## src/rtl/system_bus.sv

```systemverilog
// ---------------------------------------------------------------------------
// system_bus
//
// Shared single-word bus between N_SRC masters and N_DST loaders. A
// round-robin arbiter picks one requesting source, the word is driven onto
// the bus with a one-hot load strobe to its target, and the transfer ends
// with a one-cycle acknowledge to the source. A target that is out of range,
// or that does not accept the word within TIMEOUT cycles, ends the transfer
// with an error pulse instead of a count.
//
// Ports
//   clk         single clock, rising-edge
//   rst_n       asynchronous active-low reset
//   src_req     per-source transfer request
//   src_data    per-source word, source i at [i*DATA_W +: DATA_W]
//   src_dst     per-source target index, source i at [i*DST_W +: DST_W]
//   src_ack     one-cycle acknowledge to the granted source
//   dst_load    one-hot load strobe to the target destination
//   dst_ready   per-destination accept
//   bus_data    registered bus word, holds last driven value
//   bus_busy    high while a transfer is in progress
//   bus_err     one-cycle error pulse, coincident with src_ack
//   xfer_count  count of successful transfers, wraps
// ---------------------------------------------------------------------------
module system_bus #(
    parameter int DATA_W  = 8,
    parameter int N_SRC   = 3,
    parameter int N_DST   = 3,
    parameter int TIMEOUT = 15,
    localparam int DST_W  = (N_DST > 1) ? $clog2(N_DST) : 1
) (
    input  logic                     clk,
    input  logic                     rst_n,
    input  logic [N_SRC-1:0]         src_req,
    input  logic [N_SRC*DATA_W-1:0]  src_data,
    input  logic [N_SRC*DST_W-1:0]   src_dst,
    output logic [N_SRC-1:0]         src_ack,
    output logic [N_DST-1:0]         dst_load,
    input  logic [N_DST-1:0]         dst_ready,
    output logic [DATA_W-1:0]        bus_data,
    output logic                     bus_busy,
    output logic                     bus_err,
    output logic [15:0]              xfer_count
);

    localparam int SRC_W = (N_SRC > 1) ? $clog2(N_SRC) : 1;

    localparam logic [SRC_W:0]     N_SRC_L    = (SRC_W+1)'(N_SRC);
    localparam logic [DST_W:0]     N_DST_L    = (DST_W+1)'(N_DST);
    localparam logic [SRC_W-1:0]   LAST_SRC   = SRC_W'(N_SRC - 1);
    localparam logic [7:0]         TIMEOUT_M1 = 8'(TIMEOUT - 1);
    localparam logic [N_SRC-1:0]   ONE_SRC    = N_SRC'(1);
    localparam logic [N_DST-1:0]   ONE_DST    = N_DST'(1);

    typedef enum logic [1:0] {
        IDLE,
        XFER,
        ACK
    } state_t;

    state_t              state, state_next;
    logic [SRC_W-1:0]    grant, grant_next;
    logic [SRC_W-1:0]    rr_ptr, rr_ptr_next;
    logic [DST_W-1:0]    target, target_next;
    logic [7:0]          wait_cnt, wait_cnt_next;
    logic                err_flag, err_flag_next;

    logic [N_SRC-1:0]    src_ack_next;
    logic [N_DST-1:0]    dst_load_next;
    logic [DATA_W-1:0]   bus_data_next;
    logic                bus_busy_next;
    logic                bus_err_next;
    logic [15:0]         xfer_count_next;

    logic [DATA_W-1:0]   src_word [N_SRC];
    logic [DST_W-1:0]    src_tgt  [N_SRC];

    logic                found;
    logic [SRC_W-1:0]    pick;
    logic [SRC_W:0]      cand_sum;

    // Split the flat source buses into per-source words and target indices.
    always_comb begin
        for (int i = 0; i < N_SRC; i++) begin
            src_word[i] = src_data[i*DATA_W +: DATA_W];
            src_tgt[i]  = src_dst[i*DST_W +: DST_W];
        end
    end

    // Round-robin search: first requester at or after rr_ptr, wrapping
    // modulo N_SRC. The sum is one bit wider so the wrap subtraction works
    // for non-power-of-two source counts.
    always_comb begin
        found    = 1'b0;
        pick     = '0;
        cand_sum = '0;
        for (int k = 0; k < N_SRC; k++) begin
            cand_sum = {1'b0, rr_ptr} + (SRC_W+1)'(k);
            if (cand_sum >= N_SRC_L) begin
                cand_sum = cand_sum - N_SRC_L;
            end
            if (!found && src_req[cand_sum[SRC_W-1:0]]) begin
                found = 1'b1;
                pick  = cand_sum[SRC_W-1:0];
            end
        end
    end

    // Next-state and next-output logic. Every output is computed here one
    // cycle ahead and registered below, so nothing combinational reaches a
    // port. dst_load defaults to zero and is only re-asserted while waiting.
    always_comb begin
        state_next      = state;
        grant_next      = grant;
        rr_ptr_next     = rr_ptr;
        target_next     = target;
        wait_cnt_next   = wait_cnt;
        err_flag_next   = err_flag;
        src_ack_next    = '0;
        dst_load_next   = '0;
        bus_data_next   = bus_data;
        bus_err_next    = 1'b0;
        xfer_count_next = xfer_count;

        case (state)
            IDLE: begin
                if (found) begin
                    grant_next  = pick;
                    target_next = src_tgt[pick];
                    if ({1'b0, src_tgt[pick]} < N_DST_L) begin
                        state_next    = XFER;
                        dst_load_next = ONE_DST << src_tgt[pick];
                        bus_data_next = src_word[pick];
                        wait_cnt_next = '0;
                    end else begin
                        // No such destination: skip straight to an error ack.
                        state_next    = ACK;
                        err_flag_next = 1'b1;
                    end
                end
            end

            XFER: begin
                if (dst_ready[target]) begin
                    state_next      = ACK;
                    xfer_count_next = xfer_count + 16'd1;
                end else if (wait_cnt == TIMEOUT_M1) begin
                    state_next    = ACK;
                    err_flag_next = 1'b1;
                end else begin
                    wait_cnt_next = wait_cnt + 8'd1;
                    dst_load_next = dst_load;
                end
            end

            ACK: begin
                src_ack_next  = ONE_SRC << grant;
                bus_err_next  = err_flag;
                rr_ptr_next   = (grant == LAST_SRC) ? '0 : grant + SRC_W'(1);
                err_flag_next = 1'b0;
                state_next    = IDLE;
            end

            default: begin
                state_next = IDLE;
            end
        endcase

        bus_busy_next = (state_next != IDLE);
    end

    // State and output registers. Reset aborts any transfer in flight
    // without acknowledging it and restarts arbitration at source 0.
    always_ff @(posedge clk or negedge rst_n) begin
        if (!rst_n) begin
            state      <= IDLE;
            grant      <= '0;
            rr_ptr     <= '0;
            target     <= '0;
            wait_cnt   <= '0;
            err_flag   <= 1'b0;
            src_ack    <= '0;
            dst_load   <= '0;
            bus_data   <= '0;
            bus_busy   <= 1'b0;
            bus_err    <= 1'b0;
            xfer_count <= '0;
        end else begin
            state      <= state_next;
            grant      <= grant_next;
            rr_ptr     <= rr_ptr_next;
            target     <= target_next;
            wait_cnt   <= wait_cnt_next;
            err_flag   <= err_flag_next;
            src_ack    <= src_ack_next;
            dst_load   <= dst_load_next;
            bus_data   <= bus_data_next;
            bus_busy   <= bus_busy_next;
            bus_err    <= bus_err_next;
            xfer_count <= xfer_count_next;
        end
    end

endmodule

```

## config.mk

```make
export PLATFORM = sky130hd
export DESIGN_NAME = system_bus
export DESIGN_NICKNAME = d
export VERILOG_FILES = /design/src/rtl/system_bus.sv
export SDC_FILE = /design/constraint.sdc
export NUM_CORES = 1
export LEC_CHECK = 0
export CAP_MARGIN = 40
export CORE_AREA = 4 4 102 104
export DETAILED_ROUTE_END_ITERATION = 8
export DIE_AREA = 0 0 106 108
export DONT_BUFFER_PORTS = 1
export SLEW_MARGIN = 15
export SYNTH_ARGS = -nofsm -noshare
export SYNTH_HDL_FRONTEND = slang
export SYNTH_SLANG_ARGS = --single-unit
```

## constraint.sdc

```tcl
create_clock -name clk -period 3.52 [get_ports clk]
set_input_delay 0.528 -clock clk [delete_from_list [all_inputs] [get_ports clk]]
set_output_delay 0.528 -clock clk [all_outputs]
set_load 0.005 [all_outputs]
```

* Yosys cells after proc, flatten, opt, wreduce, memory -nomap -nowiden
Index checks and enable logic that the tools add are counted.
** Word-level totals
- Register bits after elaboration :: 49
- Input port bits :: 38
- Output and inout bits :: 32
** Operators by class
- Add/sub/neg operators :: 8
- $lt $le $gt $ge :: 9
- Equality and inequality tests :: 11
- Shifts and indexed selects :: 2
- Mux-type cells :: 46
- Bitwise gates (word level) :: 1
- Reduce and logical (&&, ||, !) cells :: 13
** Operators by type and width (count)
- $mux 8 :: 6
- $mux 2 :: 13
- $add 16x1->16 const B :: 1
- $bmux 8 s2 :: 1
- $pmux 8 s2 :: 1
- $mux 3 :: 5
- $lt 2x3->1 const B :: 4
- $mux 1 :: 12
- $ne 2x2->1 const B :: 6
- $reduce_and 5->1 :: 2
- $add 8x1->8 const B :: 1
- $bmux 1 s2 :: 4
- $eq 8x4->1 const B :: 1
- $ge 3x2->1 const B :: 2
- $pmux 3 s2 :: 1
- $shl 1x2->3 const A :: 2
- $sub 2x2->2 const B :: 3
- $bmux 2 s2 :: 1
- $eq 2x2->1 const B :: 2
- $pmux 2 s2 :: 1
- $reduce_and 2->1 :: 2
- $reduce_bool 2->1 :: 2
- $add 2x1->3 const B :: 1
- $add 2x2->3 const B :: 1
- other kinds (13) :: 15

* Longest topological paths before layout
Gate-level depths: netlist of run 1.
- Word-level depth :: 20
- Gate-level depth with buffers :: 11

* Worst setup path before layout of run 1
Ideal clock, no wire load.
- Kind :: reg-to-reg
- Start point :: register rr_ptr[0]
- End point :: register bus_data[6]
- Arrival :: 2.495 ns
- Required time :: 3.395 ns
- Setup slack :: 0.900 ns
- Cell stages (with the launch flop) :: 11
- Clock period less this slack :: 2.620 ns
- Cell sequence :: dfrtp_1 > inv_1 > ha_1 > buf_6 > a21o_1 > o221a_1 > a311oi_1 > a41oi_4 > a31oi_4 > buf_6 > mux2_4
** On the way
- Cells in the longest elaborated chain, start to end :: 17
** RTL lines
- from (decl) :: line 63 : logic [SRC_W-1:0] rr_ptr, rr_ptr_next;
- from (signal assigned) :: line 191 : rr_ptr <= rr_ptr_next;
- parallel branches: the longest is 17 deep, another holds $add 2x1->3
- to (signal assigned) :: line 197 : bus_data <= bus_data_next;
- to (decl) :: line 40 : output logic [DATA_W-1:0] bus_data,
Several ways; the timed one is not identified. The select of a mux whose other input is x is not followed.
A chain may end at the register's enable or synchronous reset.

* Worst setup path after layout of run 1
- Start point :: register rr_ptr[0]
- End point :: register bus_data[0]
The elaborated chain is that of the path after synthesis.

==> results of run 1 <==
-- worst min-delay path by stage --
stage	from	end	slack, ns	depth (start not counted)
after floorplan	rst_n	bus_busy	0.23	0
after global placement	rst_n	src_ack[0]	0.24	0
after detailed placement	rst_n	src_ack[0]	0.23	0
after CTS	rst_n	xfer_count[7]	0.07	1
after global routing	rst_n	xfer_count[7]	0.07	1
final	rst_n	xfer_count[7]	0.07	1
-- cell usage in the layout (no fill, tap or decap), types with 2 or more instances in the layout --
cell      instances
a21o_1            5
ha_1              7
o221ai_1          3
clkbuf_8          6
xor2_1            7
o21ai_0          10
a22o_1            2
o221a_1           2
mux2_2           11
nand3_1          14
and3_1            5
buf_4             4
nor3b_1           3
a211oi_1          2
mux2i_1          11
and2_1            2
nor3_1            7
nand4_1           8
nor2_1           23
a311oi_1          2
xnor2_1          11
dfrtp_1          49
nand2b_1          7
a31oi_1           2
nor2b_1           5
o22ai_1           3
inv_1             8
a21oi_1          11
nand2_1          17
-- cell families after synthesis --
kind of cell    count (synthesis)  synth area share
simple gates                   97             0.185
fa+ha+maj                       7            0.0317
xor+xnor                       18            0.0570
mux                            23            0.0900
compound gates                 55             0.149
flops                          49             0.443
buf+inv                        20            0.0434
-- worst register-to-register path, stage by stage, from the launching register on --
cell and delay (ns):
dfrtp_1 0.41, inv_1 0.08, ha_1 0.48, mux2i_1 0.15, o22a_1 0.32, a31o_1 0.29, buf_4 0.22, o21bai_2 0.23
a31oi_4 0.51, mux2_2 0.40
-- power by group through the flow --
stage / combinational, uW / sequential (uW) / clock (uW)
finish: 1440 / 898 / 414
global route: 1630 / 924 / 456
CTS: 1460 / 901 / 429
detailed placement: 1440 / 908 / 0
global placement: 1410 / 908 / 0
floorplan: 1270 / 860 / 0
-- repair_timing --
| action | in CTS | in global routing |
|---|---|---|
| hold buffers | 1 | 0 |
| endpoints found under the hold margin | 49 | 0 |
| endpoints found under the setup margin | 0 | 0 |
-- registers in the layout (all words and copies together) (netlist names), 3 cells and up --
name	flops
bus_data	8
wait_cnt	8
src_ack	3
dst_load	3
xfer_count	16
-- layout make-up --
| class | count | area [um^2] | share of cell area |
|---|---|---|---|
| Multi-Input combinational cell | 200 | 1420 | 0.470 |
| Sequential cell | 49 | 1230 | 0.405 |
| Inverter | 9 | 33.8 | 0.0112 |
| Clock inverter | 2 | 37.5 | 0.0124 |
| Timing Repair Buffer | 5 | 57.6 | 0.0190 |
| Tap cell | 133 | 166 | 0.0550 |
| Clock buffer | 6 | 82.6 | 0.0273 |
-- stage by stage --
stage,utilization,instance area [um^2]
floorplan,-,2770
CTS,0.317,3020
detailed placement,0.301,2880
global route,0.317,3020
global placement,0.301,2880
finish,0.317,3020
-- metal layers --
layer / vias up / track usage
li1: 960 / -
met1: 971 / 0.133
met2: 73 / 0.169
met3: 4 / 0.0358
met4: 0 / 0.0194
met5: - / 0
==> impl_metrics.env, run 1 <==
export IMPL_routed_via_count=2008
export IMPL_vias_per_cell=4.97
export IMPL_hold_violations=0
export IMPL_top_layer_used="met4"
export IMPL_hold_class="primary input to async pin"
export IMPL_grt_max_degree=50
export IMPL_numCtsBuffers=5
export IMPL_pre_cts_slack_ns=0.348
export IMPL_antenna_found_initial=0
export IMPL_endpoint="bus_data[0]"
export IMPL_max_vdd_ir_drop_uv=364
export IMPL_critPathSlowestCell="a31oi_4"
export IMPL_synth_most_common_cell="dfrtp_1"
export IMPL_core_mm2=0.00955
export IMPL_cp_num_cells=9
export IMPL_portBuffers=0
export IMPL_slew_headroom=0.632
export IMPL_rows=36
export IMPL_synth_top_area_cell="dfrtp_1"
export IMPL_path_clk_slew_ns=0.09
export IMPL_drt_iter0_markers=73
export IMPL_wl_met2_um=2640
export IMPL_grt_pass1_wl_um=9670
export IMPL_synthTopCellsByArea="dfrtp_1 (44%), mux2_2 (4.5%), mux2i_1 (4.0%), xnor2_1 (3.5%), ha_1 (3.2%)"
export IMPL_grt_pass1_vias=2014
export IMPL_insertedDiodeCount=0
export IMPL_synth_edf_count=0
export IMPL_synth_seq_cells=49
export IMPL_synthArstFlopShare=1.00
export IMPL_ant_nets=0
export IMPL_yosysSeqAreaShare=0.443
export IMPL_max_stage_delay_ns=0.51
export IMPL_timing_final_ws_setup_ns=0.329
export IMPL_cts_resized=0
export IMPL_crit_fanout=18
export IMPL_area_delta_synth_final_pct=9.32
export IMPL_setup_viol=0
export IMPL_gp_congestion=0.811
export IMPL_route_met3_wl_um=424
export IMPL_grt_setup_unrepaired="no"
export IMPL_worst_pin_slew_ns=0.552
export IMPL_cp_top_family="compound AO/OA/AOI/OAI gates"
export IMPL_synth_ff_type="dfrtp_1"
export IMPL_start_util=0.290
export IMPL_crit_path_cell_trace="inv_1, ha_1, mux2i_1, o22a_1, a31o_1, buf_4, o21bai_2, a31oi_4, mux2_2"
export IMPL_ys_warn_count=0
export IMPL_clkPwrFrac=0.150
export IMPL_instances_no_fill=404
export IMPL_fin_setup_tns_ns=0
export IMPL_crit_path_start="rr_ptr[0]"
export IMPL_synth_distinct_cells=51
export IMPL_die_h_um=108
export IMPL_wl_met1_um=2660
export IMPL_synth_cells=269
export IMPL_clk_latency_ns=0.29
export IMPL_fillers=1009
export IMPL_post_route_period_util=0.907
export IMPL_p_int_uw=1610
export IMPL_syn_area_per_cell_um2=10.3
export IMPL_cts_root_buf="clkbuf_8"
export IMPL_synth_top_area_frac=0.443
export IMPL_period_minus_slack_ns=3.19
export IMPL_clockBufferDepth=2
export IMPL_p_seq_frac=0.326
export IMPL_netSwitchingFraction=0.416
export IMPL_r2r_cells=9
export IMPL_worstSetupEndpointType="flip-flop"
export IMPL_routedWlPerCell_um=14.3
export IMPL_netlist_area_mm2=0.00277
export IMPL_cts_setup_buffers=0
export IMPL_synth_nets=314
export IMPL_dp_hpwl_um=4360
export IMPL_track_usage=0.103
export IMPL_ios=70
export IMPL_powerDensity_mw_per_mm2=911
export IMPL_finClkSkew_ns=0.0105
export IMPL_r2r_start="rr_ptr[0]"
export IMPL_die_area_mm2=0.0114
export IMPL_path_buf_inv=2
export IMPL_overflow=0
export IMPL_cp_start_kind="flip-flop"
export IMPL_fmax_mhz=313
export IMPL_clock_sinks=49
export IMPL_rrSetupSlack_ns=0.33
export IMPL_power_uw=2750
export IMPL_drv_slew=0
export IMPL_synthTopCellsByCount="dfrtp_1 (49), nor2_1 (23), nand2_1 (17)"
export IMPL_cp_data_required_time_ns=3.70
export IMPL_power_switching_uw=1140
export IMPL_crit_type="flip-flop to flip-flop"
export IMPL_leakagePower_uw=0.00130
export IMPL_dr_pass1_iters=4
export IMPL_drc_errors=0
export IMPL_cts_tree="done"
export IMPL_wl_um=5760
export IMPL_cap_violations=0
export IMPL_status="complete, no violations"
export IMPL_nNetsFinal=315
export IMPL_combPwrFrac=0.523
export IMPL_die_w_um=106
export IMPL_drive_gt1_frac=0.122
export IMPL_reg2reg_to="bus_data[0]"
export IMPL_crit_arrival_ns=3.37
export IMPL_hold_ws_ns=0.0687
export IMPL_placed_cells=395
export IMPL_htreeDepth=2
Power figures use the tool's default switching activity.
==> inputs of run 2 (changes only) <==
- CAP_MARGIN: 40 -> 20
- DONT_BUFFER_PORTS: 1 -> not set
==> run 2 against run 1 <==
Global-route usage increased by 0.70 points; hold slack improved by 0.26 ns; combinational power increased by 19%; sequential power decreased by 2.7%; register-to-register slack improved by 0.17 ns; fmax increased by 5.7%; clock-buffer cell count increased by 1; non-clock buffer count increased by 71; critical endpoint is now bus_data[4]; cell count increased by 18%; critical path depth decreased by 1; setup slack improved by 0.17 ns; die area unchanged.
==> impl_metrics.env, run 2 (same netlist as run 1, synthesis figures left out) <==
export IMPL_r2r_start="rr_ptr[0]"
export IMPL_cp_data_required_time_ns=3.70
export IMPL_finClkSkew_ns=0.00591
export IMPL_drc_errors=0
export IMPL_fillers=978
export IMPL_layout_common_cells="clkdlybuf4s50_1 (68), dfrtp_1 (49), nor2_1 (23)"
export IMPL_status="complete, no violations"
export IMPL_regMostFlops="xfer_count"
export IMPL_path_clk_slew_ns=0.08
export IMPL_largest_reg_flops=16
export IMPL_post_route_period_util=0.858
export IMPL_wl_um=6080
export IMPL_hold_class="primary input to async pin"
export IMPL_crit_path_cell_trace="inv_1, ha_1, mux2i_1, o22a_1, a31o_1, a41oi_4, a31oi_4, mux2_2"
export IMPL_drv_slew=0
export IMPL_crit_type="flip-flop to flip-flop"
export IMPL_htreeDepth=2
export IMPL_cts_tree="done"
export IMPL_fin_util=0.384
export IMPL_fmax_mhz=331
export IMPL_ctsHoldBuffers=0
export IMPL_grt_setup_unrepaired="no"
export IMPL_portBuffers=69
export IMPL_slew_headroom=0.448
export IMPL_clk_latency_ns=0.30
export IMPL_crit_fanout=12
export IMPL_reg2reg_to="bus_data[4]"
export IMPL_reg_top3="xfer_count (16), bus_data (8), wait_cnt (8)"
export IMPL_instances_no_fill=475
export IMPL_path_buf_inv=1
export IMPL_area_delta_synth_final_pct=32.6
export IMPL_overflow=0
export IMPL_placed_cells=467
export IMPL_grt_max_degree=40
export IMPL_gp_congestion=0.819
export IMPL_core_mm2=0.00955
export IMPL_grt_pass1_wl_um=10400
export IMPL_die_w_um=106
export IMPL_cap_violations=0
export IMPL_nNetsFinal=386
export IMPL_grt_pass1_vias=2177
export IMPL_critPathSlowestCell="ha_1"
export IMPL_cts_setup_buffers=0
export IMPL_setup_viol=0
export IMPL_drt_iter0_markers=122
export IMPL_max_vdd_ir_drop_uv=365
export IMPL_rows=36
export IMPL_track_usage=0.110
export IMPL_dp_hpwl_um=4620
export IMPL_numCtsBuffers=5
export IMPL_ios=70
export IMPL_worstSetupEndpointType="flip-flop"
export IMPL_rrSetupSlack_ns=0.50
export IMPL_leakagePower_uw=0.00155
export IMPL_endpoint="bus_data[4]"
export IMPL_crit_path_start="rr_ptr[0]"
export IMPL_layout_commonest_cell="clkdlybuf4s50_1"
export IMPL_clock_sinks=49
export IMPL_die_h_um=108
export IMPL_r2r_cells=8
export IMPL_ant_nets=0
export IMPL_routedWlPerCell_um=12.8
export IMPL_antenna_found_initial=0
export IMPL_fin_setup_tns_ns=0
export IMPL_cp_num_cells=8
export IMPL_dr_pass1_iters=4
export IMPL_start_util=0.290
export IMPL_die_area_mm2=0.0114
export IMPL_period_minus_slack_ns=3.02
export IMPL_max_stage_delay_ns=0.50
export IMPL_cp_start_kind="flip-flop"
export IMPL_cts_root_buf="clkbuf_8"
export IMPL_drive_gt1_frac=0.0994
export IMPL_cts_resized=0
export IMPL_clockBufferDepth=2
export IMPL_worst_pin_slew_ns=0.827
export IMPL_powerDensity_mw_per_mm2=793
export IMPL_insertedDiodeCount=0
export IMPL_cp_top_family="compound AO/OA/AOI/OAI gates"
export IMPL_crit_arrival_ns=3.20
export IMPL_hold_violations=0
export IMPL_vias_per_cell=4.66
export IMPL_routed_via_count=2213
## run 2: stage by stage
| step | hold slack, ns | total power [uW] | worst slack, ns | cell area [um^2] |
|---|---|---|---|---|
| after floorplan | 0.232 | 2130 | 0.900 | 2770 |
| after global placement | 0.464 | 2580 | 0.539 | 3580 |
| after detailed placement | 0.481 | 2610 | 0.457 | 3580 |
| after CTS | 0.363 | 2940 | 0.503 | 3670 |
| after global routing | 0.410 | 3190 | 0.309 | 3670 |
| final | 0.327 | 2910 | 0.500 | 3670 |
## run 2: worst register-to-register path, delay by kind of cell (launching register included)
kind	cells	cell delay [ns]
buf+inv	1	0.08
compound gates	4	1.27
flops	1	0.40
fa+ha+maj	1	0.50
mux	2	0.68
## run 2: how the worst min path moves through the flow
stage	from	endpoint	slack (ns)	cells after the start
6_report	rst_n	src_ack[0]	0.33	1
5_1_grt	rst_n	xfer_count[8]	0.41	1
4_1_cts	rst_n	xfer_count[1]	0.36	1
3_5_place_dp	xfer_count[13]	xfer_count[13]	0.48	1
3_3_place_gp	xfer_count[15]	xfer_count[15]	0.46	1
2_1_floorplan	rst_n	bus_busy	0.23	0
## run 2: routing by layer
metal / track usage / vias to the layer above / wire length (um)
li1: - / 1106 / -
met1: 0.145 / 1040 / 2790
met2: 0.170 / 63 / 2690
met3: 0.0454 / 4 / 565
met4: 0.0250 / 0 / 36
met5: 0 / - / 0
## run 2: layout make-up
type	instances	area, um^2	area share
clock inverters	1	7.51	0.00205
flip-flops and latches	49	1230	0.334
multi-input cells	200	1420	0.387
repair buffers	76	738	0.201
well taps	133	166	0.0454
inverters	9	33.8	0.00921
clock buffers	7	76.3	0.0208
## run 2: report_power, final
group          switching, uW  internal, uW  total, uW  leakage, uW
Sequential               138           736        874     0.000637
Combinational            865           851       1720     0.000873
Clock                    179           141        319    0.0000385
Total                   1180          1730       2910      0.00155
